$ cat src/rtl/number_analyzer_pkg.sv
// Shared types and defaults for the number analyzer datapath:
// loader state encoding and default word geometry.
`timescale 1ns/1ps
package number_analyzer_pkg;

   localparam int unsigned DEFAULT_WIDTH = 32;
   localparam int unsigned DEFAULT_CNT_W = 8;

   typedef enum logic [1:0] {
      ST_IDLE  = 2'd0,
      ST_SHIFT = 2'd1,
      ST_HOLD  = 2'd2
   } loader_state_e;

endpackage

$ cat src/rtl/serial_word_loader.sv
// Assembles MSB-first serial bits into WIDTH-bit words and hands each word
// to the downstream palindrome checker with a valid/ready handshake.
`timescale 1ns/1ps
module serial_word_loader
   import number_analyzer_pkg::*;
#(
   parameter int unsigned WIDTH = DEFAULT_WIDTH,
   parameter int unsigned CNT_W = DEFAULT_CNT_W
) (
   input  logic             clk,
   input  logic             rst,
   input  logic             start,
   input  logic             bit_valid,
   input  logic             bit_in,
   input  logic             out_ready,
   output logic [WIDTH-1:0] word_out,
   output logic             word_valid,
   output logic             busy,
   output logic             overrun_err,
   output logic [CNT_W-1:0] word_count
);

   localparam int unsigned BCW = $clog2(WIDTH + 1);

   loader_state_e    state_q, state_d;
   logic [BCW-1:0]   bit_cnt_q, bit_cnt_d;
   logic [WIDTH-1:0] word_out_q, word_out_d;
   logic             word_valid_q, word_valid_d;
   logic             busy_q, busy_d;
   logic             overrun_err_q, overrun_err_d;
   logic [CNT_W-1:0] word_count_q, word_count_d;
   logic             last_bit;

   // Next-state and registered-output computation
   always_comb begin
      state_d       = state_q;
      bit_cnt_d     = bit_cnt_q;
      word_out_d    = word_out_q;
      word_count_d  = word_count_q;
      overrun_err_d = 1'b0;
      last_bit      = (bit_cnt_q == BCW'(WIDTH - 1));

      case (state_q)
         ST_IDLE: begin
            if (start) begin
               state_d   = ST_SHIFT;
               bit_cnt_d = '0;
            end
         end
         ST_SHIFT: begin
            // A start mid-frame restarts the frame and drops the coincident bit
            if (start) begin
               bit_cnt_d = '0;
            end else if (bit_valid) begin
               word_out_d = {word_out_q[WIDTH-2:0], bit_in};
               bit_cnt_d  = bit_cnt_q + BCW'(1);
               if (last_bit) state_d = ST_HOLD;
            end
         end
         ST_HOLD: begin
            overrun_err_d = bit_valid;
            if (out_ready) begin
               word_count_d = word_count_q + CNT_W'(1);
               bit_cnt_d    = '0;
               state_d      = start ? ST_SHIFT : ST_IDLE;
            end
         end
         default: state_d = ST_IDLE;
      endcase

      word_valid_d = (state_d == ST_HOLD);
      busy_d       = (state_d == ST_SHIFT);
   end

   always_ff @(posedge clk or posedge rst) begin
      if (rst) begin
         state_q       <= ST_IDLE;
         bit_cnt_q     <= '0;
         word_out_q    <= '0;
         word_valid_q  <= 1'b0;
         busy_q        <= 1'b0;
         overrun_err_q <= 1'b0;
         word_count_q  <= '0;
      end else begin
         state_q       <= state_d;
         bit_cnt_q     <= bit_cnt_d;
         word_out_q    <= word_out_d;
         word_valid_q  <= word_valid_d;
         busy_q        <= busy_d;
         overrun_err_q <= overrun_err_d;
         word_count_q  <= word_count_d;
      end
   end

   assign word_out    = word_out_q;
   assign word_valid  = word_valid_q;
   assign busy        = busy_q;
   assign overrun_err = overrun_err_q;
   assign word_count  = word_count_q;

endmodule

$ cat config.mk
export PLATFORM = sky130hd
export DESIGN_NAME = serial_word_loader
export DESIGN_NICKNAME = d
export VERILOG_FILES = /design/src/rtl/number_analyzer_pkg.sv /design/src/rtl/serial_word_loader.sv
export SDC_FILE = /design/constraint.sdc
export NUM_CORES = 1
export LEC_CHECK = 0
export ABC_AREA = 1
export BUFFER_PORTS_ARGS = -buffer_cell sky130_fd_sc_hd__buf_2
export CAP_MARGIN = 20
export CORE_UTILIZATION = 53
export DETAILED_ROUTE_END_ITERATION = 16
export PLACE_DENSITY = 0.84
export SLEW_MARGIN = 40
export SYNTH_ARGS = -nofsm -noshare
export SYNTH_HDL_FRONTEND = slang
export SYNTH_SLANG_ARGS = --single-unit
$ cat constraint.sdc
create_clock -name clk -period 1.4 [get_ports clk]
set_input_delay 0 -clock clk [delete_from_list [all_inputs] [get_ports clk]]
set_output_delay 0 -clock clk [all_outputs]
set_load 0.01 [all_outputs]
* Yosys cells after proc, flatten, opt, wreduce, memory -nomap -nowiden
Cells that the tools add are included.
** Word-level totals
- Register bits after elaboration :: 51
- Bits of input ports :: 6
- Output and inout port bits :: 43
- Logic and storage cells :: 36
** Operators by class
- Add/sub/neg operators :: 2
- Eq/ne operators :: 8
- Muxes and demuxes :: 13
- Bitwise logic cells :: 1
- Reductions and logical operators :: 5
** Operators by type and width (count)
- $mux W6 :: 4
- $pmux W6 S3 :: 1
- $mux W2 :: 5
- $add A8 B1 Y8 const B :: 1
- $add A6 B1 Y6 const B :: 1
- $eq A6 B5 Y1 const B :: 1
- $pmux W2 S3 :: 1
- $eq A2 B1 Y1 const B :: 2
- $eq A2 B2 Y1 const B :: 2
- $ne A2 B2 Y1 const B :: 2
- $reduce_and A4 Y1 :: 1
- $ne A3 B3 Y1 const B :: 1
- $reduce_and A3 Y1 :: 1
- $reduce_bool A3 Y1 :: 1
- $logic_not A2 Y1 :: 1
- $mux W1 :: 2
- $reduce_and A2 Y1 :: 1
- $not A1 Y1 :: 1

* Depth between registers and ports, before layout
- Depth after elaboration :: 6
- Depth in mapped cells :: 8
- Mapped depth without buffers :: 7

* Worst setup path after synthesis
OpenSTA, ideal clock, no wires.
- Path type :: reg2reg
- Start point :: register state_q[0]
- End point :: register word_out_q[11] (netlist: word_out[11])
- Setup time :: 121 ps
- Arrival time :: 1086 ps
- Required time :: 1279 ps
- Setup slack :: 193 ps
- Cell stages (with the launch flop) :: 8
- Path buffers :: 2
- Period minus slack after synthesis :: 1207 ps
- Cell sequence :: dfrtp_1 -> buf_4 -> nand2_2 -> nor3_4 -> inv_2 -> buf_2 -> nand2_1 -> o21ai_1
** On the way
- Longest elaborated chain between the ends :: 2
** RTL lines
- start: declaration :: RTL line serial_word_loader.sv:25 : loader_state_e state_q, state_d;
- start signal: assignment :: RTL line serial_word_loader.sv:85 : state_q <= state_d;
- $eq A2 B1 Y1 :: RTL line serial_word_loader.sv:43 : case (state_q)
- $reduce_and A3 Y1 (no source line)
- end signal: assignment :: RTL line serial_word_loader.sv:87 : word_out_q <= word_out_d;
- end: declaration :: RTL line serial_word_loader.sv:27 : logic [WIDTH-1:0] word_out_q, word_out_d;
Every way passes these cells.
A chain may end at the register's enable or synchronous reset.

* Worst setup path in the final report
- Start point :: register bit_cnt_q[0]
- End point :: register bit_cnt_q[4]
** On the way
- Longest elaborated chain between the ends :: 4
** RTL lines
- start: declaration :: RTL line serial_word_loader.sv:26 : logic [BCW-1:0] bit_cnt_q, bit_cnt_d;
- start signal: assignment :: RTL line serial_word_loader.sv:86 : bit_cnt_q <= bit_cnt_d;
- $add A6 B1 Y6 :: RTL line serial_word_loader.sv:56 : bit_cnt_d = bit_cnt_q + BCW'(1);
- $mux W6 :: RTL line serial_word_loader.sv:54 : end else if (bit_valid) begin
- $mux W6 :: RTL line serial_word_loader.sv:52 : if (start) begin
- $pmux W6 S3 :: RTL line serial_word_loader.sv:43
Every way passes these cells. The select of a mux whose other input is x is not followed.

==> impl_metrics.csv <==
group,metric,value,unit
status,outcome,"finished clean",
cells_and_area,area_growth,20.0,%
drt,drt-initial-drc-count,99,
yosys,dominantRegCellSynth,"dfrtp_1",
floorplanning,core-area,3800,µm²
drt,wire_per_inst,12.2,µm
flow_run,max_cap_violations,0,
drt,wirelength,4.24,mm
clocking,clk_latency,0.30,ns
yosys,synth_edf_count,0,
hold_path,whs_endpoint,"state_q[1]",
clocking,clockRootBuffer,"clkbuf_8",
sta,tightest_slew,0.440,ns
yosys,netlist_area,2180,µm²
hold_path,holdPathStages,4,
cells_and_area,seqCellArea,1280,µm²
clocking,cts_max_level,2,
cells_and_area,drive_gt1_frac,0.226,
drt,ant_nets,0,
floorplanning,start_util,0.573,
worst_setup_path,critPathLaunchType,"flop",
clocking,cts_sinks,51,
power,total_power,3.44,mW
drt,first_pass_iters,4,
worst_setup_path,r2r-end,"bit_cnt_q[4]",
place,post-dp-hpwl,3.01,mm
sta,max_freq,756,MHz
worst_setup_path,worstPathRequired,1.62,ns
yosys,synth_area_leader_cell,"dfrtp_1",
worst_setup_path,reg2reg_from,"bit_cnt_q[0]",
place,portBuffers,48,
cells_and_area,final_core_util,0.688,
yosys,synth_seq_cells,51,
floorplanning,dieHeight,66.1,µm
sta,finalSetupViolCount,0,
clocking,cts.clk_slew.worst_paths,0.09,ns
global_route,antenna_found_initial,0,
cells_and_area,fillCellCount,304,
worst_setup_path,reg2reg_depth,7,
global_route,grt_max_degree,33,
place,place_worst_setup_slack,0.0773,ns
yosys,synth.top_cell.area_share,0.586,
power,vdd_ir_drop_max,0.00101,V
worst_setup_path,crit_type,"reg2reg",
hold_path,min_from,"out_ready",
worst_setup_path,cp_max_fo,5,
place,placed_cell_area,2460,µm²
hold_path,hold_path_class,"in2reg",
floorplanning,rows,22,
cells_and_area,multi_input_area,726,µm²
floorplanning,io_pins,49,
power,powerDensity,1320,nW/µm²
worst_setup_path,r2r_slack,0.08,ns
yosys,synthArstFlopShare,1.00,
global_route,grt_pass1_wl,6.91,mm
yosys,synth_most_common_cell,"nand2_1",
clocking,cts_made_buffers,5,
worst_setup_path,endpoint_kind,"flop",
sta,slew_headroom,0.706,
yosys,netlist_instances,246,
sta,hold_viol_final,0,
drt,drt-vias-per-instance,4.99,
cells_and_area,nets,309,
global_route,grt_usage,0.212,
yosys,ys_seq_area_frac,0.586,
yosys,synth.avg_cell_area,8.85,µm²
sta,final.period_utilization,0.945,
floorplanning,die_area,4370,µm²
clocking,cts_tree,"yes",
place,place_congestion,0.909,
sta,fin_ws,0.0767,ns
cells_and_area,fin_area,2610,µm²
cells_and_area,num_antenna_cells,0,
sta,skew,0.00756,ns
yosys,netlist_top_cells_count,"nand2_1 (70), dfrtp_1 (51), inv_1 (37)",
global_route,grt_overflow,0,
clocking,clock_path_buffers,2,
sta,period_minus_slack,1.32,ns
floorplanning,dieWidth,66.1,µm
yosys,ys_warn_count,0,
power,power_leakage,1.41,nW
yosys,synth_nets,254,
drt,route.detailed.drc,0,
worst_setup_path,worst_ep_arrival_time,1.55,ns
drt,num_vias,1742,
global_route,grt_pass1_vias,1592,
yosys,ys_types,25,
yosys,synth_area_leaders,"dfrtp_1 (59%), nand2_1 (12%), inv_1 (6.4%)",
sta,finalMaxSlewViolations,0,
flip-flops by register name, summed over array words and instances, names as in the netlist:
register,count
word_out,32
word_count,8
bit_cnt_q,6
state_q,2
busy,1
overrun_err,1
word_valid,1
worst max path at each step:
stage / slack (ns) / startpoint / depth (start not counted) / to
floorplan: 0.17 / rst / 1 / bit_cnt_q[0]
global placement: 0.08 / bit_cnt_q[0] / 6 / state_q[0]
detailed placement: 0.08 / state_q[0] / 7 / bit_cnt_q[4]
CTS: 0.06 / state_q[0] / 7 / bit_cnt_q[4]
global route: -0.03 / bit_cnt_q[0] / 7 / bit_cnt_q[4]
finish: 0.08 / bit_cnt_q[0] / 7 / bit_cnt_q[4]
cells in the final DEF (no fill, tap or decap), drive strengths merged:
cell type,count
nand3,9
o21a,1
a21boi,2
xnor2,2
inv,38
nand2,72
o21ai,34
a22o,1
ha,2
a21oi,2
nand4,2
dfrtp,51
clkbuf,6
bufinv,1
nand3b,2
nor3,4
nor3b,1
dlygate4sd3,3
xor2,1
buf,52
nor2,15
report_power, final:
part / switching, mW / internal [mW] / total (mW)
registers: 0.160 / 1.68 / 1.84
clock network: 0.441 / 0.524 / 0.965
logic: 0.368 / 0.259 / 0.627
total: 0.968 / 2.47 / 3.44
repair_timing:
action                     in CTS  in global routing
setup endpoints to repair       0                 29
resized for setup               0                  6
setup buffers                   0                  0
hold buffers                    3                  0
hold endpoints to repair       22                  0
stage by stage:
step | cells | setup TNS, ns | hold slack, ns
4_1_cts | 349 | 0 | 0.0371
2_1_floorplan | 246 | 0 | 0.121
3_3_place_gp | 339 | 0 | 0.0414
6_report | 349 | 0 | 0.0409
5_1_grt | 349 | -0.0274 | 0.0436
3_5_place_dp | 339 | 0 | 0.0372
per-layer routing:
metal / up-vias / GRT usage / share of wire
li1: 877 / - / -
met2: 51 / 0.358 / 0.48
met5: - / 0 / 0
met4: 0 / 0.0479 / 0.0080
met1: 810 / 0.269 / 0.46
met3: 4 / 0.0638 / 0.054
kinds of logic after synthesis:
group | synth area share
buf+inv | 0.0851
xor+xnor | 0.0121
fa+ha+maj | 0.0115
simple gates | 0.208
flops | 0.586
compound gates | 0.0971
final cells by class:
type                    count  share of cell area
clock buffers               6              0.0278
clock inverters             1              0.0115
inverters                  38              0.0556
multi-input cells         150               0.278
flip-flops and latches     51               0.489
well taps                  48              0.0230
repair buffers             55               0.115
critical path, cell delays in order (launching register included):
cell and delay (ns):
dfrtp_1 0.41, ha_1 0.21, nand2_1 0.08, nor2_1 0.17, nand3_1 0.12, nand2_1 0.10, inv_1 0.05, nor2_1 0.12
Note: power is estimated with default switching activity, not from simulation.
